==> src/rtl/csa_accum_if.sv <==
// csa_accum_if: operand/result handshake bundle for csa_accum (out_ovf present only with CSA_ACCUM_OVF_EN)
interface csa_accum_if #(parameter int WIDTH = 23);
  logic in_valid, in_ready, in_last, out_valid, out_ready;
  logic [WIDTH-1:0] in_data, out_sum;
`ifdef CSA_ACCUM_OVF_EN
  logic out_ovf;
  modport master (output in_valid, in_data, in_last, out_ready, input in_ready, out_valid, out_sum, out_ovf);
  modport slave (input in_valid, in_data, in_last, out_ready, output in_ready, out_valid, out_sum, out_ovf);
`else
  modport master (output in_valid, in_data, in_last, out_ready, input in_ready, out_valid, out_sum);
  modport slave (input in_valid, in_data, in_last, out_ready, output in_ready, out_valid, out_sum);
`endif
endinterface

==> src/rtl/csa_accum.sv <==
// csa_accum: carry-save batch accumulator with chunked carry-propagate resolve; CSA_ACCUM_OVF_EN adds sticky out_ovf
module csa_accum #(
  parameter int WIDTH = 23,
  parameter int CHUNK = 8
) (
  input logic clk,
  input logic rst_n,
  csa_accum_if.slave bus
);
  localparam int NCH = (WIDTH + CHUNK - 1) / CHUNK;
  localparam int LW = WIDTH - (NCH - 1) * CHUNK;
  localparam int JW = NCH > 1 ? $clog2(NCH) : 1;
  localparam logic [WIDTH-1:0] MASK = WIDTH'({CHUNK{1'b1}});
  typedef enum logic [1:0] {ACC, RESOLVE, DONE} state_t;
  state_t state_q, state_d;
  logic [WIDTH-1:0] s_q, s_d, c_q, c_d, res_q, res_d, cy;
  logic [JW-1:0] j_q, j_d;
  logic cin_q, cin_d, xfer, last_ch, cout;
  logic [CHUNK-1:0] s_ch, c_ch;
  logic [CHUNK:0] t;
  int sh;
`ifdef CSA_ACCUM_OVF_EN
  logic ovf_q, ovf_d;
`endif
  assign xfer = bus.in_valid && bus.in_ready;
  assign last_ch = int'(j_q) == NCH - 1;
  assign cy = (s_q & c_q) | (s_q & bus.in_data) | (c_q & bus.in_data);
  always_ff @(posedge clk) begin
    if (!rst_n) begin
      state_q <= ACC;
      s_q <= '0;
      c_q <= '0;
      res_q <= '0;
      j_q <= '0;
      cin_q <= 1'b0;
`ifdef CSA_ACCUM_OVF_EN
      ovf_q <= 1'b0;
`endif
    end else begin
      state_q <= state_d;
      s_q <= s_d;
      c_q <= c_d;
      res_q <= res_d;
      j_q <= j_d;
      cin_q <= cin_d;
`ifdef CSA_ACCUM_OVF_EN
      ovf_q <= ovf_d;
`endif
    end
  end
  always_comb begin
    state_d = state_q == ACC     ? (xfer && bus.in_last ? RESOLVE : ACC) :
              state_q == RESOLVE ? (last_ch ? DONE : RESOLVE) :
                                   (bus.out_ready ? ACC : DONE);
  end
  always_comb begin
    bus.in_ready = rst_n && state_q == ACC;
    bus.out_valid = rst_n && state_q == DONE;
    bus.out_sum = rst_n ? res_q : '0;
`ifdef CSA_ACCUM_OVF_EN
    bus.out_ovf = rst_n && ovf_q;
`endif
  end
  always_comb begin
    sh = int'(j_q) * CHUNK;
    s_ch = CHUNK'(s_q >> sh);
    c_ch = CHUNK'(c_q >> sh);
    t = {1'b0, s_ch} + {1'b0, c_ch} + (CHUNK+1)'(cin_q);
    cout = last_ch ? t[LW] : t[CHUNK];
    s_d = s_q;
    c_d = c_q;
    res_d = res_q;
    j_d = j_q;
    cin_d = cin_q;
`ifdef CSA_ACCUM_OVF_EN
    ovf_d = ovf_q;
`endif
    if (xfer) begin
      s_d = s_q ^ c_q ^ bus.in_data;
      c_d = cy << 1;
`ifdef CSA_ACCUM_OVF_EN
      ovf_d = ovf_q | cy[WIDTH-1];
`endif
      j_d = bus.in_last ? '0 : j_q;
      cin_d = bus.in_last ? 1'b0 : cin_q;
    end
    if (state_q == RESOLVE) begin
      res_d = (res_q & ~(MASK << sh)) | (WIDTH'(t[CHUNK-1:0]) << sh);
      j_d = last_ch ? '0 : j_q + 1'b1;
      cin_d = cout;
`ifdef CSA_ACCUM_OVF_EN
      ovf_d = ovf_q | (last_ch && cout);
`endif
    end
    if (state_q == DONE && bus.out_ready) begin
      s_d = '0;
      c_d = '0;
`ifdef CSA_ACCUM_OVF_EN
      ovf_d = 1'b0;
`endif
    end
  end
endmodule

==> src/flat_wrapper.sv <==
// flat-port wrapper written by rule: the top's interface ports become plain ports
module csa_accum_flat 
#(
  parameter int WIDTH = 23,
  parameter int CHUNK = 8
)
  (clk, rst_n, bus_in_valid, bus_in_data, bus_in_last, bus_out_ready, bus_in_ready, bus_out_valid, bus_out_sum);
  csa_accum_if #(.WIDTH(WIDTH)) bus_i ();
  input logic clk;
  input logic rst_n;
  input wire logic [$bits(bus_i.in_valid)-1:0] bus_in_valid;
  input wire logic [$bits(bus_i.in_data)-1:0] bus_in_data;
  input wire logic [$bits(bus_i.in_last)-1:0] bus_in_last;
  input wire logic [$bits(bus_i.out_ready)-1:0] bus_out_ready;
  output wire logic [$bits(bus_i.in_ready)-1:0] bus_in_ready;
  output wire logic [$bits(bus_i.out_valid)-1:0] bus_out_valid;
  output wire logic [$bits(bus_i.out_sum)-1:0] bus_out_sum;
  assign bus_i.in_valid = bus_in_valid;
  assign bus_i.in_data = bus_in_data;
  assign bus_i.in_last = bus_in_last;
  assign bus_i.out_ready = bus_out_ready;
  assign bus_in_ready = bus_i.in_ready;
  assign bus_out_valid = bus_i.out_valid;
  assign bus_out_sum = bus_i.out_sum;
  csa_accum #(.WIDTH(WIDTH), .CHUNK(CHUNK)) u_core (.clk(clk), .rst_n(rst_n), .bus(bus_i));
endmodule
==> config.mk <==
export PLATFORM = sky130hd
export DESIGN_NAME = csa_accum_flat
export DESIGN_NICKNAME = d
export VERILOG_FILES = /design/src/rtl/csa_accum_if.sv /design/src/rtl/csa_accum.sv /design/src/flat_wrapper.sv
export SDC_FILE = /design/constraint.sdc
export NUM_CORES = 1
export LEC_CHECK = 0
export CAP_MARGIN = 20
export CORE_MARGIN = 2
export CORE_UTILIZATION = 55
export CTS_CLUSTER_SIZE = 16
export DETAILED_ROUTE_END_ITERATION = 10
export GPL_TIMING_DRIVEN = 0
export PLACE_DENSITY = 0.8
export SYNTH_ARGS = -nofsm -noshare
export SYNTH_HDL_FRONTEND = slang
export SYNTH_SLANG_ARGS = --single-unit
==> constraint.sdc <==
create_clock -name clk -period 6.2 [get_ports clk]
set_clock_uncertainty 0.2 [all_clocks]
set_input_delay 0.93 -clock clk [delete_from_list [all_inputs] [get_ports clk]]
set_output_delay 0.93 -clock clk [all_outputs]
set_load 0.02 [all_outputs]
==> flow_metrics.tcl, run 1 <==
set metrics [dict create \
    cts_max_level 3 \
    grt_pass1_vias 3173 \
    power_density_mw_per_mm2 227 \
    diodes 0 \
    core-area_mm2 0.00679 \
    drcViolationCount 0 \
    layout_common_cells "nand2_1 (123), dfxtp_1 (73), a21oi_1 (53), clkdlybuf4s50_1 (52), fa_1 (23)" \
    critical_path_buf_inv_count 4 \
    power_frac_clock 0.425 \
    grt_max_degree 13 \
    syn_area_per_cell_um2 8.74 \
    max-cap-violations 0 \
    top_usage_layer "met2" \
    cp.arrival_ns 2.92 \
    end_kind "primary output" \
    worstPathRequired_ns 5.07 \
    rsz0062_at_grt "no" \
    dpl.hpwl_mm 7.02 \
    syn2layout_area_growth_pct 22.8 \
    period_needed_ns 4.05 \
    fill_cells 540 \
    hold_path.class "flip-flop to flip-flop" \
    cts.reportedPaths.clkPinSlew_ns 0.07 \
    drt_first_iter_violations 231 \
    dieArea_mm2 0.00773 \
    synth.net_count 502 \
    synth_area_mm2 0.00387 \
    swShare 0.247 \
    cts.sinks 73 \
    die_h_um 87.9 \
    synth-seq-cells 73 \
    worst_pin_slew_ns 0.541 \
    synth_cell_types 42 \
    worstSetupStartpointType "primary input" \
    hold_depth 2 \
    worst_slack_ns 2.15 \
    cts_tree "done" \
    utilization 0.700 \
    p_int_mw 0.813 \
    root_buffer "clkbuf_8" \
    path_common_cell "clkdlybuf4s50_1" \
    grt_use_total 0.266 \
    dieWidth_um 87.9 \
    wire_per_inst_um 15.9 \
    setup_viol 0 \
    ioPinCount 53 \
    status "completed" \
    pwr-share-comb 0.117 \
    num-nets-final 565 \
    initial_core_util 0.570 \
    dpl_worst_slack_ns 2.17 \
    crit_path_cell_trace "clkdlybuf4s50_1 -> buf_2 -> clkbuf_1 -> and2_1 -> clkdlybuf4s50_1" \
    irDropWorstVdd_uv 121 \
    synthesis.instances 443 \
    layout-drive-gt1-share 0.0802 \
    ctsHoldBuffers 0 \
    vias 3313 \
    clk_latency_ns 0.35 \
    slew_headroom 0.640 \
    grt_pass1_wl_mm 15.6 \
    yosysSeqAreaShare 0.377 \
    fmax_mhz 247 \
    finalHoldViolCount 0 \
    power_mw 1.08 \
    ant_nets 0 \
    crit_cells 5 \
    dr.pass1.iters 5 \
    critical_path_class "primary input to primary output" \
    rr_worst_depth 11 \
    max_stage_delay_ns 0.60 \
    antenna_found_initial 0 \
    power.switching_mw 0.266 \
    ctsResizeCount 0 \
    port_buffers 52 \
    p_leak_nw 1.88 \
    critPathTopFamily "buffers and inverters" \
    met3_usage 0.0339 \
    clk_path_buf_depth 2 \
    grt_overflow 0 \
    fp-row-count 30 \
    tns_ns 0 \
    timing.final.crit_share 0.653 \
    place.gp.congestion 0.887 \
    via_per_inst 5.46 \
    crit_fanout 10 \
    postCtsSetupBuffers 0 \
    p_seq_frac 0.458 \
    cp_slowest_cell "clkdlybuf4s50_1" \
    gr-usage-met1 0.347 \
    maxSlewViolCount 0 \
    finalWirelength_mm 9.65 \
    layout_commonest_cell "nand2_1" \
    yosys_warnings 0 \
    fin_hold_ws_ns 0.290 \
    tritoncts.num_buffers 9 \
    met2_usage 0.453 \
]
==> path summary, 6_finish.rpt <==
| path | startpoint | to | slack, ns |
|---|---|---|---|
| setup reg to reg | u_core.j_q[1] | u_core.res_q[14] | 3.01 |
| hold / removal | u_core.s_q[22] | u_core.s_q[22] | 0.29 |
| setup / recovery | rst_n | bus_out_sum[0] | 2.15 |
| hold reg to reg | u_core.s_q[22] | u_core.s_q[22] | 0.29 |
==> cell usage after synthesis <==
| cell type | number | area share |
|---|---|---|
| nand2_1 | 123 | 0.12 |
| dfxtp_1 | 73 | 0.38 |
| a21oi_1 | 53 | 0.068 |
| fa_1 | 23 | 0.12 |
| o22ai_1 | 21 | 0.034 |
| mux2i_1 | 18 | 0.047 |
| and2_1 | 15 | 0.024 |
| inv_1 | 14 | 0.014 |
| clkbuf_1 | 12 | 0.012 |
| nor2b_1 | 9 | 0.015 |
| ha_1 | 8 | 0.026 |
| buf_2 | 6 | 0.0078 |
| buf_4 | 6 | 0.012 |
| nor2_1 | 6 | 0.0058 |
| o211a_1 | 6 | 0.016 |
| o21ai_0 | 6 | 0.0078 |
| xnor2_1 | 5 | 0.011 |
| nand2b_1 | 4 | 0.0065 |
| a31o_2 | 3 | 0.0068 |
| buf_1 | 3 | 0.0029 |
| o21a_1 | 3 | 0.0058 |
| a31oi_1 | 2 | 0.0032 |
| nand3b_1 | 2 | 0.0039 |
| nor3b_4 | 2 | 0.0097 |
| o21bai_1 | 2 | 0.0039 |
| o22a_1 | 2 | 0.0045 |
| a211oi_1 | 1 | 0.0019 |
| a21boi_0 | 1 | 0.0019 |
| a21o_1 | 1 | 0.0019 |
| a21oi_2 | 1 | 0.0023 |
| a311oi_2 | 1 | 0.0039 |
| and3b_1 | 1 | 0.0023 |
| buf_6 | 1 | 0.0029 |
| nand2_2 | 1 | 0.0016 |
| nand2b_4 | 1 | 0.0036 |
| nor2_2 | 1 | 0.0016 |
| nor3_4 | 1 | 0.0042 |
| o2111a_1 | 1 | 0.0029 |
| o2bb2ai_1 | 1 | 0.0023 |
| or2_2 | 1 | 0.0016 |
| or3_1 | 1 | 0.0016 |
| xor2_1 | 1 | 0.0023 |
==> logic make-up (layout without fill, tap and decap cells) <==
logic type,after synthesis,in the layout,synth area share
compound gates,105,105,0.167
xor+xnor,6,6,0.0136
mux,18,18,0.0465
flops,73,73,0.377
fa+ha+maj,31,31,0.145
simple gates,168,168,0.200
buf+inv,42,110,0.0504
==> area by class of cell <==
type	count	area, µm²	share of cell area
clock inverter	6	105	0.0221
inverter	14	52.6	0.0110
timing repair buffer	52	520	0.109
buffer	28	143	0.0300
clock buffer	10	138	0.0289
sequential	73	1460	0.307
multi-input combinational	328	2220	0.466
tap	96	120	0.0253
==> state kept, by name, summed over array words and instances (netlist names) <==
register        flops
u_core.c_q         22
u_core.cin_q        1
u_core.j_q          2
u_core.res_q       23
u_core.s_q         23
u_core.state_q      2
==> stage by stage <==
stage | area (µm²) | std cells
after global placement | 4510 | 591
final | 4760 | 607
after global routing | 4760 | 607
after detailed placement | 4510 | 591
after CTS | 4760 | 607
after floorplan | 3870 | 443
==> power by group through the flow <==
| stage | clock, mW | combinational, mW | sequential [mW] |
|---|---|---|---|
| after detailed placement | 0 | 0.124 | 0.505 |
| final | 0.459 | 0.126 | 0.494 |
| after CTS | 0.461 | 0.126 | 0.494 |
| after global routing | 0.482 | 0.139 | 0.496 |
| after global placement | 0 | 0.121 | 0.504 |
| after floorplan | 0 | 0.0764 | 0.501 |
==> worst min-delay path: stages (launching register included) <==
cell,delay (ns)
dfxtp_1,0.32
o21ai_0,0.07
a21oi_1,0.06
==> routing by layer <==
layer  part of all wire  vias to the layer above  wire length [µm]
met2               0.50                      101              4850
li1                   -                     1610                 -
met4              0.018                        0               170
met5                  0                        -                 0
met1               0.43                     1588              4180
met3              0.047                       14               452
No activity file was read; power rests on OpenSTA's default activity.
==> run 2: changes to the inputs <==
- clock period: 6.2 -> 3.9 ns (I/O delays scaled with it)
==> results of run 2 <==
The final DEF is identical to that of run 1. Status: completed.
Main changes from that run: setup slack after placement 2.17 ns -> 0.557 ns; setup slack after layout 2.15 ns -> 0.544 ns; register-to-register setup slack 3.01 ns -> 0.71 ns; total power 1.08 mW -> 1.72 mW; worst IR drop on VDD 121 µV -> 192 µV
==> run 3: changes to the inputs <==
- REMOVE_ABC_BUFFERS: unset -> 1
- clock period: 3.9 -> 3.5 ns (I/O delays scaled with it)
==> flow_metrics.tcl, run 3 (synthesized netlist as in run 1, its figures left out) <==
set metrics [dict create \
    status "completed" \
    dpl.hpwl_mm 5.23 \
    rsz0062_at_grt "no" \
    worstPathRequired_ns 3.55 \
    drcViolationCount 0 \
    cp.arrival_ns 3.33 \
    p_leak_nw 1.77 \
    grt_pass1_wl_mm 12.9 \
    cts.sinks 73 \
    power_density_mw_per_mm2 365 \
    clk_path_buf_depth 2 \
    fin_hold_ws_ns 0.286 \
    ioPinCount 53 \
    diodes 0 \
    syn2layout_area_growth_pct 18.3 \
    initial_core_util 0.570 \
    cts.reportedPaths.clkPinSlew_ns 0.07 \
    layout_commonest_cell "nand2_1" \
    end_kind "flip-flop" \
    root_buffer "clkbuf_8" \
    dieArea_mm2 0.00773 \
    worstSetupStartpointType "flip-flop" \
    core-area_mm2 0.00679 \
    grt_pass1_vias 2866 \
    grt_overflow 0 \
    slew_headroom 0.400 \
    fmax_mhz 305 \
    max-cap-violations 0 \
    topRoutingLayerUsed "met4" \
    grt_use_total 0.214 \
    antenna_found_initial 0 \
    crit_path_cell_trace "mux2i_1 -> o22a_1 -> fa_1 -> inv_1 -> fa_1 -> a21oi_1 -> o21bai_1 -> a21oi_2 -> xnor2_1 -> a31o_2" \
    wl_met2_mm 3.56 \
    maxSlewViolCount 0 \
    irDropWorstVdd_uv 185 \
    ctsHoldBuffers 0 \
    vias 3097 \
    drt_first_iter_violations 102 \
    wire_per_inst_um 13.0 \
    die_h_um 87.9 \
    grt_max_degree 47 \
    place.gp.congestion 0.823 \
    tritoncts.num_buffers 9 \
    dieWidth_um 87.9 \
    tns_ns 0 \
    layout-drive-gt1-share 0.0620 \
    period_needed_ns 3.28 \
    num-nets-final 538 \
    max_stage_delay_ns 0.88 \
    dr.pass1.iters 4 \
    reg_top3 "u_core.res_q (23), u_core.s_q (23), u_core.c_q (22)" \
    cts_max_level 3 \
    critical_path_class "flip-flop to flip-flop" \
    via_per_inst 5.34 \
    timing.final.crit_share 0.937 \
    setup_viol 0 \
    dpl_worst_slack_ns 0.0403 \
    crit_fanout 33 \
    finalHoldViolCount 0 \
    finalWirelength_mm 7.51 \
    worst_pin_slew_ns 0.897 \
    wl_met3_um 312 \
    cp_slowest_cell "dfxtp_2" \
    fp-row-count 30 \
    wl_met1_mm 3.56 \
    path_common_cell "fa_1" \
    layout_common_cells "nand2_1 (122), dfxtp_1 (71), a21oi_1 (53), clkdlybuf4s50_1 (52), fa_1 (23)" \
    hold_path.class "flip-flop to flip-flop" \
    ant_nets 0 \
    port_buffers 52 \
    cts_tree "done" \
    worst_slack_ns 0.219 \
    clk_latency_ns 0.35 \
]
## run 3: path summary, 6_finish.rpt
path,slack (ns),from,cells after the start,end
worst max-delay path,0.22,u_core.j_q[0],10,u_core.res_q[6]
worst min-delay path,0.29,u_core.s_q[16],2,u_core.s_q[16]
worst max register to register,0.22,u_core.j_q[0],10,u_core.res_q[6]
worst min register to register,0.29,u_core.s_q[16],2,u_core.s_q[16]
## run 3: final cells by class
class / count / area (µm²)
flip-flops and latches: 73 / 1460
repair buffers: 53 / 548
clock buffers: 14 / 163
fillers: 555 / 2210
clock inverters: 2 / 12.5
inverters: 14 / 52.6
well taps: 96 / 120
multi-input cells: 328 / 2220
## run 3: per-layer routing
layer | vias up | GRT usage
met3 | 10 | 0.0490
li1 | 1558 | -
met5 | - | 0
met2 | 58 | 0.351
met1 | 1471 | 0.279
met4 | 0 | 0.0727
## run 3: per-stage QoR
step | utilization | power, mW | cells | area (µm²)
after floorplan | - | 1.01 | 415 | 3730
after global placement | 0.643 | 1.09 | 563 | 4370
after detailed placement | 0.648 | 1.10 | 564 | 4400
after CTS | 0.674 | 1.68 | 580 | 4580
after global routing | 0.674 | 1.76 | 580 | 4580
final | 0.674 | 1.67 | 580 | 4580
## run 3: power breakdown
| group | internal [mW] | leakage, nW | switching, mW |
|---|---|---|---|
| Clock | 0.296 | 0.0867 | 0.300 |
| Sequential | 0.854 | 0.592 | 0.0289 |
| Combinational | 0.0915 | 1.09 | 0.102 |
## run 3: critical path: cells and delay by family, from the launching register on
family	cells	cell delay (ns)
buf+inv	1	0.06
compound gates	5	0.97
fa+ha+maj	2	0.60
mux	1	0.32
flops	1	0.88
xor+xnor	1	0.14
## run 3: what timing repair did
action                                  4_1_cts  5_1_grt
buffers inserted                              0        0
resized for setup                             1        0
endpoints found under the setup margin        1        0
hold endpoints to repair                      0        0
